==> src/rtl/mac_vector_driver.sv <==
// Sequences one dot product through an external pipelined MAC: clears the
// accumulator, streams A[i]/B[i] pairs, then waits for every result strobe.
module mac_vector_driver #(
  parameter int VLEN    = 4,
  parameter int WIDTH   = 14,
  parameter int OWIDTH  = 28,
  parameter int TIMEOUT = 16
) (
  input  logic                      clk,
  input  logic                      reset,
  input  logic                      wr_en,
  input  logic                      wr_sel,
  input  logic [$clog2(VLEN)-1:0]   wr_addr,
  input  logic [WIDTH-1:0]          wr_data,
  input  logic                      start,
  input  logic                      pause,
  output logic                      mac_rst,
  output logic                      mac_valid,
  output logic [WIDTH-1:0]          mac_a,
  output logic [WIDTH-1:0]          mac_b,
  input  logic [OWIDTH-1:0]         mac_f,
  input  logic                      mac_valid_out,
  output logic                      busy,
  output logic                      done,
  output logic                      error,
  output logic [OWIDTH-1:0]         result
);

  localparam int AW = $clog2(VLEN);
  localparam int RW = $clog2(VLEN + 1);
  localparam int TW = $clog2(TIMEOUT + 1);

  typedef enum logic [2:0] {
    S_IDLE  = 3'd0,
    S_CLEAR = 3'd1,
    S_ISSUE = 3'd2,
    S_DRAIN = 3'd3,
    S_DONE  = 3'd4
  } state_t;

  state_t            state_q, state_d;
  logic [AW-1:0]     idx_q, idx_d;
  logic [RW-1:0]     ret_q, ret_d;
  logic [TW-1:0]     drain_q, drain_d;
  logic [WIDTH-1:0]  hold_a_q, hold_a_d;
  logic [WIDTH-1:0]  hold_b_q, hold_b_d;
  logic              error_q, error_d;
  logic [OWIDTH-1:0] result_q, result_d;

  logic [WIDTH-1:0]  buf_a_q [VLEN];
  logic [WIDTH-1:0]  buf_b_q [VLEN];

  logic              issue;
  logic              counting;
  logic              ret_hit;

  // Operand buffers carry no reset: contents are meaningless until rewritten.
  always_ff @(posedge clk) begin
    if (wr_en && (state_q == S_IDLE) && ({1'b0, wr_addr} < (AW + 1)'(VLEN))) begin
      if (wr_sel) begin
        buf_b_q[wr_addr] <= wr_data;
      end else begin
        buf_a_q[wr_addr] <= wr_data;
      end
    end
  end

  always_ff @(posedge clk or negedge reset) begin
    if (!reset) begin
      state_q  <= S_IDLE;
      idx_q    <= '0;
      ret_q    <= '0;
      drain_q  <= '0;
      hold_a_q <= '0;
      hold_b_q <= '0;
      error_q  <= 1'b0;
      result_q <= '0;
    end else begin
      state_q  <= state_d;
      idx_q    <= idx_d;
      ret_q    <= ret_d;
      drain_q  <= drain_d;
      hold_a_q <= hold_a_d;
      hold_b_q <= hold_b_d;
      error_q  <= error_d;
      result_q <= result_d;
    end
  end

  always_comb begin
    state_d  = state_q;
    idx_d    = idx_q;
    ret_d    = ret_q;
    drain_d  = drain_q;
    hold_a_d = hold_a_q;
    hold_b_d = hold_b_q;
    error_d  = error_q;
    result_d = result_q;

    issue    = (state_q == S_ISSUE) && !pause;
    counting = (state_q == S_CLEAR) || (state_q == S_ISSUE) || (state_q == S_DRAIN);
    ret_hit  = counting && mac_valid_out && (ret_q == RW'(VLEN - 1));

    // Return strobes are counted on their own, whatever the issue progress.
    if (counting && mac_valid_out) begin
      ret_d = ret_q + 1'b1;
    end

    if (issue) begin
      hold_a_d = buf_a_q[idx_q];
      hold_b_d = buf_b_q[idx_q];
      idx_d    = idx_q + 1'b1;
    end

    unique case (state_q)
      S_IDLE: begin
        if (start) begin
          state_d = S_CLEAR;
          idx_d   = '0;
          ret_d   = '0;
          error_d = 1'b0;
        end
      end
      S_CLEAR: begin
        state_d = S_ISSUE;
        drain_d = '0;
      end
      S_ISSUE: begin
        if (issue && (idx_q == AW'(VLEN - 1))) begin
          state_d = S_DRAIN;
          idx_d   = '0;
        end
      end
      S_DRAIN: begin
        if (!ret_hit) begin
          if (drain_q == TW'(TIMEOUT - 1)) begin
            error_d = 1'b1;
            state_d = S_DONE;
          end else begin
            drain_d = drain_q + 1'b1;
          end
        end
      end
      S_DONE: begin
        state_d = S_IDLE;
      end
      default: begin
        state_d = S_IDLE;
      end
    endcase

    // The final strobe wins over any other transition in the same cycle.
    if (ret_hit) begin
      result_d = mac_f;
      state_d  = S_DONE;
    end
  end

  assign mac_rst   = (state_q == S_CLEAR);
  assign mac_valid = issue;
  assign mac_a     = issue ? buf_a_q[idx_q] : hold_a_q;
  assign mac_b     = issue ? buf_b_q[idx_q] : hold_b_q;
  assign busy      = counting;
  assign done      = (state_q == S_DONE);
  assign error     = error_q;
  assign result    = result_q;

endmodule

==> config.mk <==
export PLATFORM = sky130hd
export DESIGN_NAME = mac_vector_driver
export DESIGN_NICKNAME = d
export VERILOG_FILES = /design/src/rtl/mac_vector_driver.sv
export SDC_FILE = /design/constraint.sdc
export NUM_CORES = 1
export LEC_CHECK = 0
export ABC_AREA = 1
export BUFFER_PORTS_ARGS = -buffer_cell sky130_fd_sc_hd__buf_2
export CAP_MARGIN = 0
export CORE_ASPECT_RATIO = 1.4
export CORE_MARGIN = 2
export CORE_UTILIZATION = 35
export CTS_CLUSTER_DIAMETER = 30
export DETAILED_ROUTE_END_ITERATION = 6
export PLACE_DENSITY = 0.59
export SYNTH_ARGS = -nofsm -noshare
export SYNTH_HDL_FRONTEND = slang
export SYNTH_SLANG_ARGS = --single-unit
==> constraint.sdc <==
create_clock -name clk -period 7.2 [get_ports clk]
set_input_delay 1.44 -clock clk [delete_from_list [all_inputs] [get_ports clk]]
set_output_delay 1.44 -clock clk [all_outputs]
set_load 0.01 [all_outputs]
### Word-level counts from Yosys, hierarchy flattened

Memories as Yosys holds them, arrays and structs flattened.
Index checks and enable logic that the tools add are counted.

* register bits after elaboration: 70
* RAM bits: 112
* memories: 2

* $add $sub $neg: 3
* equal/unequal tests: 14
* muxes and demuxes: 27
* reduce and logical (&&, ||, !) cells: 14

Memories
* buf_a_q: words 4, width 14, read ports 1, clocked after Yosys merged registers in 0, wr ports 1, RTL line 50 `logic [WIDTH-1:0] buf_a_q [VLEN];`
* buf_b_q: words 4, width 14, read ports 1, clocked after Yosys merged registers in 0, wr ports 1, RTL line 51 `logic [WIDTH-1:0] buf_b_q [VLEN];`

Operator list (count)
* 14-bit 2-to-1 mux: 2
* 3-bit 2-to-1 mux: 7
* 3-bit one-hot mux with 4 select lines: 1
* 5-bit 2-to-1 mux: 2
* 5-bit one-hot mux with 2 select lines: 1
* 3-bit by 2-bit equality test with 1-bit output (second input constant): 3
* 1-bit 2-to-1 mux: 9
* 2-bit 2-to-1 mux: 3
* 2-bit != test (second input constant): 3
* 3-bit by 2-bit != test with 1-bit output (second input constant): 2
* 3-bit AND reduction: 2
* 5-bit by 1-bit adder with 5-bit output (second input constant): 1
* 5-bit by 4-bit equality test with 1-bit output (second input constant): 1
* 1-bit logical AND: 5
* 2-bit one-hot mux with 2 select lines: 1
* 4-bit AND reduction: 1
* 2-bit nonzero test: 2
* 3-bit by 1-bit adder with 3-bit output (second input constant): 1
* 3-bit by 1-bit equality test with 1-bit output (second input constant): 1
* 3-bit equality test (second input constant): 1
* 3-bit logical NOT: 1
* 3-bit != test (second input constant): 1
* 2-bit by 1-bit adder with 2-bit output (second input constant): 1
* 2-bit equality test (second input constant): 1
* 4 further kinds: 5

### Depth between registers and ports, before layout

* word-level depth: 7
* mapped depth: 9

### Least setup slack after synthesis

Ideal clock, no wire load.

* path type: in2out
* start: input pause
* end: output mac_a[3]
* data arrival time: 2133 ps
* data required time: 5760 ps
* setup slack: 3627 ps
* stages: 7
* cells stage by stage: inv_1 > nand3_2 > inv_2 > buf_4 > buf_4 > nand2_1 > nand2_1

* longest elaborated chain between the ends: 3

Ends and longest elaborated chain
* from (decl): RTL line 16 `input logic pause,`
* 1-bit logical NOT: RTL line 100 `issue = (state_q == S_ISSUE) && !pause;`
* 1-bit logical AND: RTL line 100
* 14-bit 2-to-1 mux: RTL line 161 `assign mac_a = issue ? buf_a_q[idx_q] : hold_a_q;`
* to (decl): RTL line 19 `output logic [WIDTH-1:0] mac_a,`

No other way between the ends.

### Final worst setup path

* start: input pause
* end: output mac_a[9]

Same word-level chain as after synthesis.

==> out/metrics.sh <==
RUN_STATUS='completed'
GRT_START_MAX_NET_PINS=71
PLACEMENTROWS=62
GRTUSAGETOTAL_PCT=14.72
TIMING.HOLD.WORST_PATH_DEPTH=2
CLOCK_TREE.BUFFER_DEPTH=2
FINAL_PERIOD_MINUS_WORST_SETUP_SLACK_NS=4.292
PLACE.DETAILED.INSTANCES=1004
CTS_TREE='done'
POWER.SHARE.CLOCK_PCT=27.5
WORSTPATHCELLLIST='buf_2 > inv_1 > nand3_2 > buf_4 > inv_2 > nand2_1 > nand2_1 > buf_2'
TIMING.CRITICAL_PATH.MAX_DELAY_FAMILY='buffers and inverters'
OVERFLOW=0
GLOBAL_ROUTE_WIRE_LENGTH_BEFORE_REPAIR_MM=25.09
POST_CTS_RESIZE_COUNT=0
DEPTH_OF_THE_WORST_REGISTER_TO_REGISTER_PATH=5
MAIN_AREA_CONTRIBUTORS_AFTER_SYNTHESIS='edfxtp_1 47%, dfrtp_1 24%, nand2_1 11%'
GRT_ANTENNA_BEFORE_REPAIR=0
FINALWIRELENGTH_MM=15.59
POWER.COMBINATIONAL.FRACTION_PCT=30.0
DETAILROUTE.VIA_COUNT=4862
CORE_REGION_AREA_UM2=20320
CRITPATHLAUNCHTYPE='input port'
POSTSYNTHCELLCOUNT=659
IO_BUFFERS=111
CLK_LATENCY_NS=0.42
FINAL_NETS=823
ROUTE.DETAILED.WL_PER_INST_UM=15.05
SETUP-VIOLATIONS-FINAL=0
NUMBER_OF_GLOBAL_ROUTE_VIAS_BEFORE_REPAIR=4820
DRT-VIAS-PER-INSTANCE=4.693
N_ANTENNA_CELL=0
SYNTH.LARGEST_AREA_CELL='edfxtp_1'
TIMING.MAX_SLEW.REL_SLACK_PCT=32.20
WORST_SLEW_PIN_SLEW_NS=1.014
WORST-ENDPOINT-REQUIRED_NS=5.76
MIN-DELAY-START='result[22]'
CLOCK_SINK_COUNT=182
DRT_PASS1_ITERATIONS=5
MAX_CLOCK_FREQ_MHz=233.0
CLK_TRANSITION_REPORTED_PATHS_NS=0.07
ARRIVAL_NS=2.85
POST-ROUTE-PERIOD-UTIL_PCT=59.60
FIN_WS_NS=2.909
CLOCK_ROOT_BUFFER='clkbuf_16'
SHARE_SEQ_OF_TOTAL_POWER_PCT=42.5
CTS_HOLD_BUF=0
HOLD_PATH.CLASS='reg -> reg'
POST-CTS-SETUP-BUFFERS=0
STATIC-LEAKAGE-POWER_nW=3.788
IR_WORST_VDD_mV=0.1720
FIN_CELLS=1036
DRTITER0DRC=303
SYNTH_AREA_UM2=7183
POWER.NET_SWITCHING_mW=1.138
REPORT.FINAL.SLEW_VIOL_COUNT=0
FRACTION_OF_SYNTHESIZED_CELL_AREA_TAKEN_BY_THE_TOP_AREA_CELL_TYPE_PCT=46.82
CLOCK_TREE.HTREE_LEVEL_COUNT=4
SYNTH-SEQ-CELLS=182
FF2FF_SETUP_SLACK_NS=4.49
DESIGN.DIE.AREA_UM2=21700
SLOWEST_DELAY_NS=0.46
ANT_NETS=0
FINCLKSKEW_NS=0.01612
DRV.MAX_CAP_VIOLATION_COUNT=0
SYNTHESIZED_NET_COUNT=715
POWER.DENSITY_CELL_AREA_nW_PER_UM2=374.1
PATH_BUF_INV=5
IO_PINS=112
DRIVE_GT1_SHARE_PCT=21.79
SETUP_REPAIR_AFTER_GLOBAL_ROUTING_MISSED_ITS_MARGIN='no'
PATH_MAX_FANOUT=32
HOLD-WORST-SLACK_NS=0.4730
NUMCTSBUFFERS=17
FINAL_HPWL_DP_MM=10.15
SETUP.WORST_PATH.START='pause'
YOSYSSEQAREASHARE_PCT=71.21
FILLERINSTANCES=1934
HOLD_VIOLATIONS=0
CRITPATHSLOWESTCELL='inv_2'
ENDPOINT_KIND='primary output'
R2R-START='state_q[2]'
CHIPWIDTH_UM=125.1
MOSTFREQUENTLAYOUTCELLS='204 x nand2_1, 112 x edfxtp_1, 110 x buf_2, 98 x nor2_1, 70 x o21ai_0'
DETAILEDPLACE.WORSTSLACK_NS=2.892
SYNTHESIS.YOSYS.WARNINGS=0
SWITCHING_SHARE_PCT=35.31
R2R_END='buf_b_q[0][3]'
START_UTIL_PCT=35.34
INTERNAL-POWER_mW=2.085
DRC=0
TIMING.HOLD.WORST_ENDPOINT='result[22]'
FLOORPLAN.DIE.HEIGHT_UM=173.5
TIMING.SETUP.CRITICAL_PATH_CLASS='in -> out'
LAYOUT_COMMONEST_CELL='nand2_1'
SYN_AREA_CELL_UM2=10.90
SYN_TO_FINAL_GROWTH_PCT=19.91
GP_CONGESTION=0.7898
FINALSETUPTNS_NS=0
SYNTH.DISTINCT_CELLS=25
## worst max-delay path by stage
stage          depth (start not counted)  endpoint  slack [ns]
6_report                               8  mac_a[9]        2.91
3_5_place_dp                           8  mac_a[7]        2.89
2_1_floorplan                          7  mac_a[3]        3.63
5_1_grt                                7  mac_b[2]        2.77
4_1_cts                                8  mac_a[7]        2.89
3_3_place_gp                           8  mac_a[7]        2.87
## tightest hold or removal path, cell delays in order (launching register included)
cell and delay, ns:
dfrtp_1 0.34, nand2_1 0.05, nand2_1 0.05
## cell families (layout without fill, tap and decap cells)
| family | count (synthesis) | after routing | synth area share [%] |
|---|---|---|---|
| AOI/OAI and AO/OA | 90 | 90 | 6.306 |
| buffers and inverters | 48 | 169 | 2.979 |
| xor gates and xnor gates | 2 | 2 | 0.2439 |
| DFF | 182 | 182 | 71.21 |
| and+or+nand+nor | 332 | 332 | 18.39 |
| adders and majority gates | 5 | 5 | 0.8709 |
## area by class of cell
cell class              instances  area, um2  area share (%)
inverters                      18      67.56          0.7844
clock buffers                  17      425.4           4.939
flip-flops and latches        182       5116           59.40
well taps                     256      320.3           3.719
clock inverters                15      152.6           1.772
multi-input cells             429       1913           22.21
repair buffers                119      618.1           7.176
## per-layer routing
layer	wire [um]	track usage, %	vias up
met5	0	0	-
met4	400	6.389	0
met3	565	2.963	25
met2	8290	26.36	125
met1	6333	17.00	2297
li1	-	-	2415
## stage by stage
step	area, um2	util (%)	total power [mW]
after floorplan	7183	-	2.000
after global placement	8035	39.53	2.355
after global routing	8613	42.38	3.431
after CTS	8613	42.38	3.258
after detailed placement	8035	39.53	2.370
final	8613	42.38	3.223
## power by group through the flow
stage	sequential [mW]	clock, mW	combinational (mW)
6_report	1.37	0.886	0.966
5_1_grt	1.39	0.946	1.09
4_1_cts	1.37	0.903	0.983
3_5_place_dp	1.39	0	0.978
3_3_place_gp	1.39	0	0.966
2_1_floorplan	1.42	0	0.580
## flip-flops by register name, indices dropped and copies added (netlist names)
| signal | count |
|---|---|
| buf_a_q | 56 |
| buf_b_q | 56 |
| result | 28 |
| hold_a_q | 14 |
| hold_b_q | 14 |
| drain_q | 5 |
| ret_q | 3 |
| state_q | 3 |
| idx_q | 2 |
| error | 1 |
## synthesized netlist by cell type (all sizes together)
| cell type | instances |
|---|---|
| dfrtp | 70 |
| nand3 | 13 |
| o21ai | 86 |
| xor2 | 2 |
| clkbuf | 13 |
| nand4 | 3 |
| edfxtp | 112 |
| buf | 17 |
| ha | 5 |
| nand3b | 2 |
| nand2 | 205 |
| a21oi | 3 |
| inv | 18 |
| nor3 | 9 |
| nor2 | 100 |
| a22oi | 1 |
Note: power is estimated with default switching activity, not from simulation.
